File: src/rtl/in_debounce.sv
// Input synchronizer plus debounce FSM feeding the downstream Moore FSM's input.
// Optional feature: define IN_DEBOUNCE_GLITCH_CNT_EN to add the saturating glitch_cnt output.
module in_debounce #(
  parameter int unsigned SYNC_STAGES     = 2,
  parameter int unsigned DEBOUNCE_CYCLES = 4
) (
  input  logic       clk,
  input  logic       reset,
  input  logic       raw_in,
  output logic       clean,
  output logic       rise,
  output logic       fall
`ifdef IN_DEBOUNCE_GLITCH_CNT_EN
  ,
  output logic [7:0] glitch_cnt
`endif
);

  typedef enum logic [1:0] {
    LOW,
    WAIT_HIGH,
    HIGH,
    WAIT_LOW
  } state_t;

  localparam logic [7:0] CNT_LAST = 8'(DEBOUNCE_CYCLES - 1);

  logic [SYNC_STAGES-1:0] r_sync;
  logic                   w_s;
  state_t                 r_state;
  logic [7:0]             r_cnt;
  logic                   r_clean;
  logic                   r_rise;
  logic                   r_fall;
`ifdef IN_DEBOUNCE_GLITCH_CNT_EN
  logic [7:0]             r_glitch_cnt;
`endif

  // Only the last synchronizer stage is allowed to reach the FSM.
  assign w_s = r_sync[SYNC_STAGES-1];

  always_ff @(posedge clk) begin
    if (reset) begin
      r_sync <= '0;
    end else begin
      r_sync <= {r_sync[SYNC_STAGES-2:0], raw_in};
    end
  end

  always_ff @(posedge clk) begin
    if (reset) begin
      r_state      <= LOW;
      r_cnt        <= '0;
      r_clean      <= 1'b0;
      r_rise       <= 1'b0;
      r_fall       <= 1'b0;
`ifdef IN_DEBOUNCE_GLITCH_CNT_EN
      r_glitch_cnt <= '0;
`endif
    end else begin
      r_rise <= 1'b0;
      r_fall <= 1'b0;
      case (r_state)
        LOW: begin
          if (w_s) begin
            r_state <= WAIT_HIGH;
            r_cnt   <= 8'd1;
          end else begin
            r_cnt   <= '0;
          end
        end
        WAIT_HIGH: begin
          if (!w_s) begin
            r_state <= LOW;
            r_cnt   <= '0;
`ifdef IN_DEBOUNCE_GLITCH_CNT_EN
            if (r_glitch_cnt != '1) r_glitch_cnt <= r_glitch_cnt + 8'd1;
`endif
          end else if (r_cnt == CNT_LAST) begin
            r_state <= HIGH;
            r_cnt   <= '0;
            r_clean <= 1'b1;
            r_rise  <= 1'b1;
          end else begin
            r_cnt   <= r_cnt + 8'd1;
          end
        end
        HIGH: begin
          if (!w_s) begin
            r_state <= WAIT_LOW;
            r_cnt   <= 8'd1;
          end else begin
            r_cnt   <= '0;
          end
        end
        WAIT_LOW: begin
          if (w_s) begin
            r_state <= HIGH;
            r_cnt   <= '0;
`ifdef IN_DEBOUNCE_GLITCH_CNT_EN
            if (r_glitch_cnt != '1) r_glitch_cnt <= r_glitch_cnt + 8'd1;
`endif
          end else if (r_cnt == CNT_LAST) begin
            r_state <= LOW;
            r_cnt   <= '0;
            r_clean <= 1'b0;
            r_fall  <= 1'b1;
          end else begin
            r_cnt   <= r_cnt + 8'd1;
          end
        end
        default: begin
          r_state <= LOW;
          r_cnt   <= '0;
        end
      endcase
    end
  end

  assign clean = r_clean;
  assign rise  = r_rise;
  assign fall  = r_fall;
`ifdef IN_DEBOUNCE_GLITCH_CNT_EN
  assign glitch_cnt = r_glitch_cnt;
`endif

endmodule

File: config.mk
export PLATFORM = sky130hd
export DESIGN_NAME = in_debounce
export DESIGN_NICKNAME = d
export VERILOG_FILES = /design/src/rtl/in_debounce.sv
export SDC_FILE = /design/constraint.sdc
export NUM_CORES = 1
export LEC_CHECK = 0
export ABC_AREA = 0
export BUFFER_PORTS_ARGS = -buffer_cell sky130_fd_sc_hd__clkbuf_2
export CORE_AREA = 2 2 39 41
export CTS_BUF_LIST = sky130_fd_sc_hd__clkbuf_8
export CTS_CLUSTER_DIAMETER = 80
export DETAILED_ROUTE_END_ITERATION = 10
export DIE_AREA = 0 0 41 43
export GPL_ROUTABILITY_DRIVEN = 0
export GPL_TIMING_DRIVEN = 0
export PLACE_DENSITY = 0.65
export RECOVER_POWER = 25
export SETUP_SLACK_MARGIN = 0.2
export SLEW_MARGIN = 20
export SYNTH_ARGS = -nofsm -noshare
export SYNTH_HDL_FRONTEND = slang
export SYNTH_SLANG_ARGS = --single-unit
File: constraint.sdc
create_clock -name clk -period 2.7 [get_ports clk]
set_input_delay 0.405 -clock clk [delete_from_list [all_inputs] [get_ports clk]]
set_output_delay 0.405 -clock clk [all_outputs]
set_load 0.02 [all_outputs]
==> results of run 1 <==
## metrics by stage
| step | util (%) | cell area, um2 | std cells |
|---|---|---|---|
| finish | 51.2 | 708 | 91 |
| global route | 51.2 | 708 | 91 |
| CTS | 51.4 | 712 | 91 |
| detailed placement | 48.1 | 666 | 87 |
| global placement | 48.1 | 666 | 87 |
| floorplan | - | 621 | 66 |
## power breakdown
part            total, W  leakage [nW]  switching [W]  internal (W)
logic          0.0000121        0.0740     0.00000708    0.00000500
registers       0.000228         0.122     0.00000264      0.000225
clock network   0.000178        0.0255      0.0000762      0.000102
## layout make-up
| cell class | count | area, um2 |
|---|---|---|
| Inverter | 4 | 15.0 |
| Clock inverter | 1 | 5.00 |
| Sequential cell | 15 | 300 |
| Buffer | 1 | 11.3 |
| Fill cell | 139 | 676 |
| Tap cell | 16 | 20.0 |
| Clock buffer | 3 | 41.3 |
| Timing Repair Buffer | 5 | 21.3 |
| Multi-Input combinational cell | 46 | 294 |
## path summary, 6_finish.rpt
check | from | to | cells past startpoint
hold reg to reg | r_sync[0] | r_sync[1] | 1
hold / removal | raw_in | r_sync[0] | 2
setup reg to reg | r_cnt[0] | r_state[0] | 4
setup / recovery | r_cnt[0] | r_state[0] | 4
## flip-flops by register name, summed over array words and instances (netlist names), named ones only
name / cells
clean: 1
fall: 1
r_cnt: 8
r_state: 1
r_sync: 2
rise: 1
## metal layers
metal	vias to the layer above	part of all wire (%)	GRT usage (%)
met5	-	0	0
met4	0	0.88	6.00
met3	2	2.9	3.14
met2	4	43	20.6
met1	201	53	20.3
li1	253	-	-
## placed cells by master (no fill, tap or decap), drive strengths merged
master,synthesis,routed
clkbuf,0,8
or3,4,4
nor3,2,2
nor2b,2,2
xor2,2,2
nand2b,1,1
or2,1,1
nand2,1,1
a21oi,5,5
nand3,4,4
a31oi,1,1
nor2,5,5
a2111o,1,1
nor4,1,1
ha,1,1
and2,1,1
o21a,1,1
clkinv,0,1
dfxtp,15,15
nand4,2,2
xnor2,2,2
o21ai,6,6
inv,4,4
nor4b,1,1
or4b,2,2
buf,1,1
## kinds of logic (layout without fill, tap and decap cells)
logic type / count (synthesis) / count (layout) / synth area share (%)
fa+ha+maj: 1 / 1 / 2.02
flops: 15 / 15 / 48.4
buf+inv: 5 / 14 / 4.23
compound gates: 14 / 14 / 12.9
simple gates: 27 / 27 / 26.8
xor+xnor: 4 / 4 / 5.65
==> run_results.csv, run 1 <==
group,metric,value,unit
logic_synthesis,synth_area_leaders,"dfxtp_1, o21ai_0, a21oi_1",
detailed_routing,dr.pass1.iters,4,
clock_network,cts_tree,"yes",
timing,setup_violations,0,
logic_synthesis,syn-cell-area,621,um2
min_path,hold_path.class,"primary input to register",
floorplan,die-area,0.00176,mm2
logic_synthesis,synth.most_common_cell,"dfxtp_1",
grt,grt_remaining_overflow,0,
logic_synthesis,synth.yosys.warnings,0,
outcome,outcome,"completed",
detailed_routing,viasPerCell,5.05,
detailed_routing,drc,0,
layout,num_antenna_cells,0,
logic_synthesis,syn_inst,66,
worst_setup_path,reg2reg_slack,910,ps
worst_setup_path,crit_buf_inv,0,
clock_network,h-tree-depth,1,
clock_network,cts_buffers,3,
grt,grt_max_degree,10,
clock_network,cts_root_buffer,"clkbuf_8",
worst_setup_path,worst_ep_arrival_time,1930,ps
timing,hold_viol,0,
logic_synthesis,yosysTopAreaCellShare,48.4,%
timing,finClkSkew,3.14,ps
timing,tightest_slew,535,ps
logic_synthesis,synth.ff_latch_count,15,
clock_network,cts_resized,0,
worst_setup_path,worstSetupPathType,"register to register",
placed_design,dpl_worst_slack,916,ps
worst_setup_path,worstSetupEndpointType,"register",
power_and_ir_drop,power,0.000418,W
clock_network,hold_buffers,0,
worst_setup_path,startpoint_type,"register",
layout,layout.nets,80,
flow_run,max-cap-violations,0,
clock_network,clk_latency,240,ps
grt,first_global_vias,404,
logic_synthesis,ys_types,25,
logic_synthesis,syn-mean-instance-area,9.40,um2
logic_synthesis,synth-main-ff-cell,"dfxtp_1",
layout,drive_above_1_share,13.3,%
power_and_ir_drop,power_density,590,mW/mm2
power_and_ir_drop,ir_worst_vdd,0.318,mV
floorplan,io_pins,6,
timing,period_minus_slack,1790,ps
detailed_routing,detail-route-antenna-nets,0,
worst_setup_path,crit_required,2840,ps
detailed_routing,wl,1020,um
clock_network,numClockSinks,15,
logic_synthesis,async_reset_ff_share,0,%
floorplan,row_count,14,
timing,setup_slack,907,ps
timing,fin_crit_sh,66.4,%
logic_synthesis,ys_seq_area_share,48.4,%
power_and_ir_drop,p_leak,0.221,nW
clock_network,clkSlewWorstSetupHoldPaths,60,ps
grt,grt_first_pass_wirelength,1740,um
grt,track_usage,14.4,%
timing,slew_headroom,63.8,%
detailed_routing,initialDrtViolationCount,11,
placed_design,dp_hpwl,718,um
floorplan,start_util,44.8,%
grt,antenna_found_initial,0,
worst_setup_path,slowest_stage,"or4b_4",
logic_synthesis,synth_edf_count,0,
timing,maxSlewViolCount,0,
layout,syn2layout_area_growth,14.1,%
timing,finalSetupTns,0,ps
worst_setup_path,cp_cell_sequence,"ha_1 -> or4b_4 -> or2_2 -> and2_1",
detailed_routing,vias,460,
logic_synthesis,syn-num-nets,70,
timing,hold_ws,373,ps
clock_network,post_cts.repair.setup_buffers,0,
logic_synthesis,synth_common_cells,"dfxtp_1, o21ai_0, a21oi_1, nor2_1",
timing,fmax,0.558,GHz
clock_network,clock_path_buffers,2,
detailed_routing,drt-wirelength-per-cell,11.2,um
floorplan,die_w,41,um
floorplan,die_y,43,um
floorplan,core-area,0.00138,mm2
worst_setup_path,cpPeakStageDelay,500,ps
worst_setup_path,crit_family,"simple AND/OR/NAND/NOR gates",
logic_synthesis,synth_top_area_cell,"dfxtp_1",
timing,rsz0062_at_grt,"no",
placed_design,io_buffers,5,
worst_setup_path,worstPathMaxFanout,5,
(Power assumes the default switching activity.)
==> run 2: changes to the inputs <==
Settings changed: ABC_AREA 0 to 1, PLACE_DENSITY 0.65 to 0.73.
Clock period 2.7 ns to 1.5 ns, I/O delays scaled along.
==> run 2 against run 1 <==
Net effect:
- non-clock buffer count decreased by 1
- first-iteration DRC count is 64% lower
- synthesized area grew 9.7%
- largest power group unchanged
- clock power rose by 75%
- count of clock-buffer cells in the layout is the same
- utilization rose by 4.4 points
- combinational power grew 55%
- largest cell class is now multi-input combinational cells
- sequential share of layout area decreased by 3.4 points
- die area unchanged
- sequential power grew 79%
- routed wire length rose by 8.6%
- worst setup slack got worse by 600 ps
==> run_results.csv, run 2 <==
group,metric,value,unit
layout,layout.nets,107,
logic_synthesis,syn-mean-instance-area,7.32,um2
grt,track_usage,16.3,%
logic_synthesis,synth-main-ff-cell,"dfxtp_1",
detailed_routing,drt-wirelength-per-cell,9.38,um
worst_setup_path,slowest_stage,"dfxtp_1",
timing,hold_viol,0,
clock_network,post_cts.repair.setup_buffers,0,
worst_setup_path,cp_common_cell,"nor2_1",
placed_design,io_buffers,5,
logic_synthesis,syn_inst,93,
grt,grt_first_pass_wirelength,1900,um
worst_setup_path,worstPathMaxFanout,7,
clock_network,clock_path_buffers,2,
detailed_routing,wl,1110,um
layout,drive_above_1_share,11.8,%
timing,fin_crit_sh,79.4,%
logic_synthesis,async_reset_ff_share,0,%
min_path,hp-start,"raw_in",
timing,maxSlewViolCount,0,
timing,setup_violations,0,
worst_setup_path,r2r_end,"r_cnt[6]",
worst_setup_path,cp-startpoint,"r_cnt[1]",
worst_setup_path,crit_path_end,"r_cnt[6]",
clock_network,numClockSinks,15,
layout,final_common_cell,"nand2_1",
logic_synthesis,syn-cell-area,681,um2
grt,antenna_found_initial,0,
floorplan,row_count,14,
logic_synthesis,synth_area_leaders,"dfxtp_1, nand2_1, nor2_1",
detailed_routing,viasPerCell,4.80,
detailed_routing,drc,0,
floorplan,die_w,41,um
worst_setup_path,crit_cells,6,
clock_network,h-tree-depth,1,
timing,fmax,0.839,GHz
detailed_routing,detail-route-antenna-nets,0,
logic_synthesis,synth.ff_latch_count,15,
logic_synthesis,yosysTopAreaCellShare,44.1,%
power_and_ir_drop,ir_worst_vdd,0.514,mV
timing,tightest_slew,246,ps
logic_synthesis,synth_common_cells,"nand2_1, nor2_1, dfxtp_1, inv_1, nand3_1",
logic_synthesis,syn-num-nets,97,
layout,largestRegisters,"r_cnt x8, r_sync x2",
worst_setup_path,worstSetupEndpointType,"register",
logic_synthesis,ys_seq_area_share,44.1,%
worst_setup_path,reg2reg_slack,310,ps
floorplan,start_util,49.2,%
timing,period_minus_slack,1190,ps
layout,fin_util,55.6,%
logic_synthesis,synth.most_common_cell,"nand2_1",
grt,first_global_vias,485,
layout,num_antenna_cells,0,
clock_network,clkSlewWorstSetupHoldPaths,60,ps
worst_setup_path,r2r_cells,6,
layout,syn2layout_area_growth,13.1,%
timing,slew_headroom,83.7,%
placed_design,dp_hpwl,853,um
outcome,outcome,"completed",
grt,grt_max_degree,9,
layout,top_register,"r_cnt",
timing,finClkSkew,1.11,ps
detailed_routing,initialDrtViolationCount,4,
layout,final_cell_mix,"nand2_1, inv_1, nor2_1, dfxtp_1, nand3_1",
worst_setup_path,crit_family,"simple AND/OR/NAND/NOR gates",
logic_synthesis,ys_types,17,
floorplan,die_y,43,um
logic_synthesis,synth_edf_count,0,
floorplan,die-area,0.00176,mm2
timing,rsz0062_at_grt,"no",
power_and_ir_drop,power_density,960,mW/mm2
min_path,hold_path.class,"primary input to register",
worst_setup_path,crit_required,1640,ps
floorplan,core-area,0.00138,mm2
layout,largest_reg_flops,8,
power_and_ir_drop,p_leak,0.328,nW
logic_synthesis,synth.yosys.warnings,0,
timing,finalSetupTns,0,ps
worst_setup_path,worst_ep_arrival_time,1330,ps
clock_network,cts_root_buffer,"clkbuf_8",
grt,grt_remaining_overflow,0,
clock_network,cts_buffers,3,
flow_run,max-cap-violations,0,
clock_network,cts_tree,"yes",
detailed_routing,dr.pass1.iters,4,
worst_setup_path,crit_buf_inv,0,
worst_setup_path,rr_startpoint,"r_cnt[1]",
floorplan,io_pins,6,
detailed_routing,vias,566,
worst_setup_path,cp_cell_sequence,"ha_2 -> nand2_1 -> nor2_1 -> nand2_2 -> nand4_4 -> nor2_1",
worst_setup_path,cpPeakStageDelay,350,ps
logic_synthesis,synth_top_area_cell,"dfxtp_1",
clock_network,clk_latency,240,ps
worst_setup_path,worstSetupPathType,"register to register",
worst_setup_path,startpoint_type,"register",
==> run 2: changes by cell type after synthesis, sizes merged, moves of 3 or more <==
cell,change
inv,+12
nor2,+12
nand3,+4
nand2,+20
or3,-4
a21oi,-3
==> run 2: power breakdown <==
group | total (W) | switching (W) | internal [W]
clock | 0.000312 | 0.000131 | 0.000181
combinational | 0.0000188 | 0.0000129 | 0.00000592
sequential | 0.000408 | 0.00000354 | 0.000404
==> run 2: cell families (layout without fill, tap and decap cells) <==
family / count (synthesis) / after routing / share of synthesized area (%)
adder cells (fa/ha/maj): 1 / 1 / 1.84
buffers and inverters: 16 / 25 / 8.82
flip-flops: 15 / 15 / 44.1
AO/OA/AOI/OAI: 6 / 6 / 4.41
XOR/XNOR: 3 / 3 / 3.86
AND/OR/NAND/NOR: 52 / 52 / 36.9
==> run 2: how the worst min path moves through the flow <==
stage,slack (ps),endpoint,cells after the start
floorplan,300,r_sync[0],1
global placement,390,r_sync[1],2
detailed placement,400,r_sync[1],2
CTS,160,r_sync[0],3
global route,170,r_sync[0],3
finish,170,r_sync[0],3
==> run 2: routing by layer <==
layer | share of wire [%] | GRT usage, %
met1 | 49 | 20.7
met2 | 45 | 23.1
met3 | 3.0 | 3.14
met4 | 2.8 | 12.0
met5 | 0 | 0
==> run 2: area by class of cell <==
type,count,area [um2]
sequential,15,300
multi-input combinational,62,323
clock inverter,1,3.75
tap,16,20.0
inverter,16,60.1
timing repair buffer,5,21.3
clock buffer,3,41.3
fill,134,614
==> run 2: timing repair <==
item,CTS,global route
gates resized for setup,0,1
hold buffers,0,0
endpoints found under the setup margin,0,7
==> run 2: through the flow <==
| stage | instances | worst slack, ps | total power [W] | area (um2) | hold slack (ps) |
|---|---|---|---|---|---|
| 6_report | 118 | 309 | 0.000739 | 769 | 165 |
| 5_1_grt | 118 | 200 | 0.000768 | 769 | 168 |
| 4_1_cts | 118 | 280 | 0.000752 | 771 | 162 |
| 3_5_place_dp | 114 | 300 | 0.000435 | 726 | 399 |
| 3_3_place_gp | 114 | 323 | 0.000435 | 726 | 390 |
| 2_1_floorplan | 93 | 407 | 0.000428 | 681 | 296 |
==> run 2: worst min-delay path: stages <==
cell	delay [ps]
clkbuf_2	80
inv_1	40
nor2_1	30
==> run 3: changes to the inputs <==
Settings changed: ABC_AREA 1 to 0, PLACE_DENSITY 0.73 to 0.68.
Clock period 1.5 ns to 1 ns, I/O delays scaled along.
==> run 3 against run 2 <==
Net effect:
- the flow now finishes with violations (negative setup slack)
- clock skew barely moved
- via count fell by 9.2%
- largest cell class unchanged
- total power grew 55%
- final cell count down 19%
- utilization increased by 2.7 points
- worst setup slack got worse by 820 ps
- die area unchanged
- routed wire length up 12%
- count of clock-buffer cells in the layout did not move
- highest routed layer unchanged
==> run_results.csv, run 3 (same netlist as run 1, synthesis figures left out) <==
group,metric,value,unit
outcome,outcome,"complete, but fails checks",
outcome,violations,"negative setup slack",
power_and_ir_drop,ir_worst_vdd,0.936,mV
detailed_routing,dr.pass1.iters,4,
worst_setup_path,cpPeakStageDelay,470,ps
layout,regArea,310,um2
layout,multiInputGateArea,327,um2
floorplan,die-area,0.00176,mm2
grt,first_global_vias,495,
timing,period_minus_slack,1510,ps
timing,slew_headroom,79.1,%
power_and_ir_drop,power_density,1420,mW/mm2
clock_network,cts_root_buffer,"clkbuf_8",
timing,fin_crit_sh,151,%
layout,final_common_cell,"dfxtp_1",
worst_setup_path,worstPathMaxFanout,4,
layout,num_antenna_cells,0,
detailed_routing,drt-wirelength-per-cell,13.1,um
power_and_ir_drop,power,0.00115,W
detailed_routing,viasPerCell,5.41,
min_path,hold_path.class,"primary input to register",
timing,setup_slack,-507,ps
grt,track_usage,19.3,%
detailed_routing,drc,0,
floorplan,die_w,41,um
layout,fillers,122,
grt,grt_first_pass_wirelength,2180,um
detailed_routing,detail-route-antenna-nets,0,
clock_network,hold_buffers,0,
placed_design,io_buffers,5,
timing,maxSlewViolCount,0,
layout,largest_reg_flops,8,
floorplan,io_pins,6,
worst_setup_path,worstSetupPathType,"register to register",
floorplan,die_y,43,um
clock_network,clkSlewWorstSetupHoldPaths,60,ps
layout,largestRegisters,"r_cnt x8, r_sync x2",
timing,setup_violations,13,
layout,top_register,"r_cnt",
worst_setup_path,startpoint_type,"register",
grt,grt_max_degree,10,
placed_design,dpl_worst_slack,-566,ps
timing,hold_viol,0,
detailed_routing,initialDrtViolationCount,6,
floorplan,row_count,14,
detailed_routing,wl,1240,um
power_and_ir_drop,p_leak,0.263,nW
layout,final_cell_mix,"dfxtp_1, a21oi_1, nor2_1, buf_4",
timing,fmax,0.664,GHz
placed_design,placed_cells,87,
worst_setup_path,worstSetupEndpointType,"register",
detailed_routing,vias,514,
layout,drive_above_1_share,32.9,%
floorplan,start_util,44.8,%
timing,tightest_slew,311,ps
floorplan,core-area,0.00138,mm2
worst_setup_path,cp_cell_sequence,"ha_4 -> or4b_4 -> or3_1 -> a31oi_1",
clock_network,clk_latency,250,ps
layout,stdcell_count,95,
clock_network,numClockSinks,15,
clock_network,cts_buffers,3,
worst_setup_path,slowest_stage,"or4b_4",
clock_network,h-tree-depth,1,
clock_network,cts_tree,"yes",
placed_design,dp_hpwl,780,um
timing,finClkSkew,1.40,ps
worst_setup_path,worst_ep_arrival_time,1690,ps
clock_network,clock_path_buffers,2,
timing,rsz0062_at_grt,"yes",
layout,syn2layout_area_growth,30.0,%
grt,grt_remaining_overflow,0,
grt,antenna_found_initial,0,
layout,layout.nets,84,
worst_setup_path,crit_required,1180,ps
flow_run,max-cap-violations,0,
[run 3: cell count changes in the layout (fill, tap and decap cells not counted), moves of 5 or more]
| cell | change |
|---|---|
| buf_4 | +5 |
| inv_1 | -12 |
| nor2_1 | -11 |
| nand2_1 | -17 |
[run 3: worst paths after layout]
check,slack (ps),from,endpoint,depth (start not counted)
setup / recovery,-510,r_cnt[1],clean,4
hold reg to reg,460,r_sync[0],r_sync[1],1
setup reg to reg,-510,r_cnt[1],clean,4
hold / removal,120,raw_in,r_sync[0],2
[run 3: layout make-up]
type	count	area share [%]
flip-flops and latches	15	38.4
repair buffers	9	9.61
clock inverters	1	0.620
multi-input cells	46	40.5
plain buffers	1	1.40
clock buffers	3	5.12
well taps	16	2.48
inverters	4	1.86
[run 3: critical path, delay by kind of cell (launching register included)]
kind	cells	cell delay, ps
simple gates	2	830
compound gates	1	120
fa+ha+maj	1	140
flops	1	350
[run 3: timing repair]
action | in CTS | in global routing
pin swaps | 3 | 1
setup buffers | 4 | 0
resized for setup | 11 | 6
endpoints found under the setup margin | 16 | 16
[run 3: report_power, final]
part,internal [W],total [W],switching (W)
clock,0.000276,0.000496,0.000220
sequential,0.000603,0.000611,0.00000774
combinational,0.0000191,0.0000415,0.0000224
[run 3: metal layers]
layer / global-route usage, % / part of all wire [%] / vias up
met4: 13.3 / 2.2 / 0
met2: 26.9 / 48 / 10
met3: 7.85 / 3.5 / 3
met5: 0 / 0 / -
li1: - / - / 262
met1: 22.8 / 46 / 239
[run 3: through the flow]
step	TNS (ps)	hold WS [ps]	util [%]	instance area [um2]
after floorplan	-4010	219	-	644
after global placement	-5280	365	49.8	689
after detailed placement	-5260	373	49.8	689
after CTS	-4970	116	57.8	800
after global routing	-5880	140	58.3	807
final	-4960	115	58.3	807
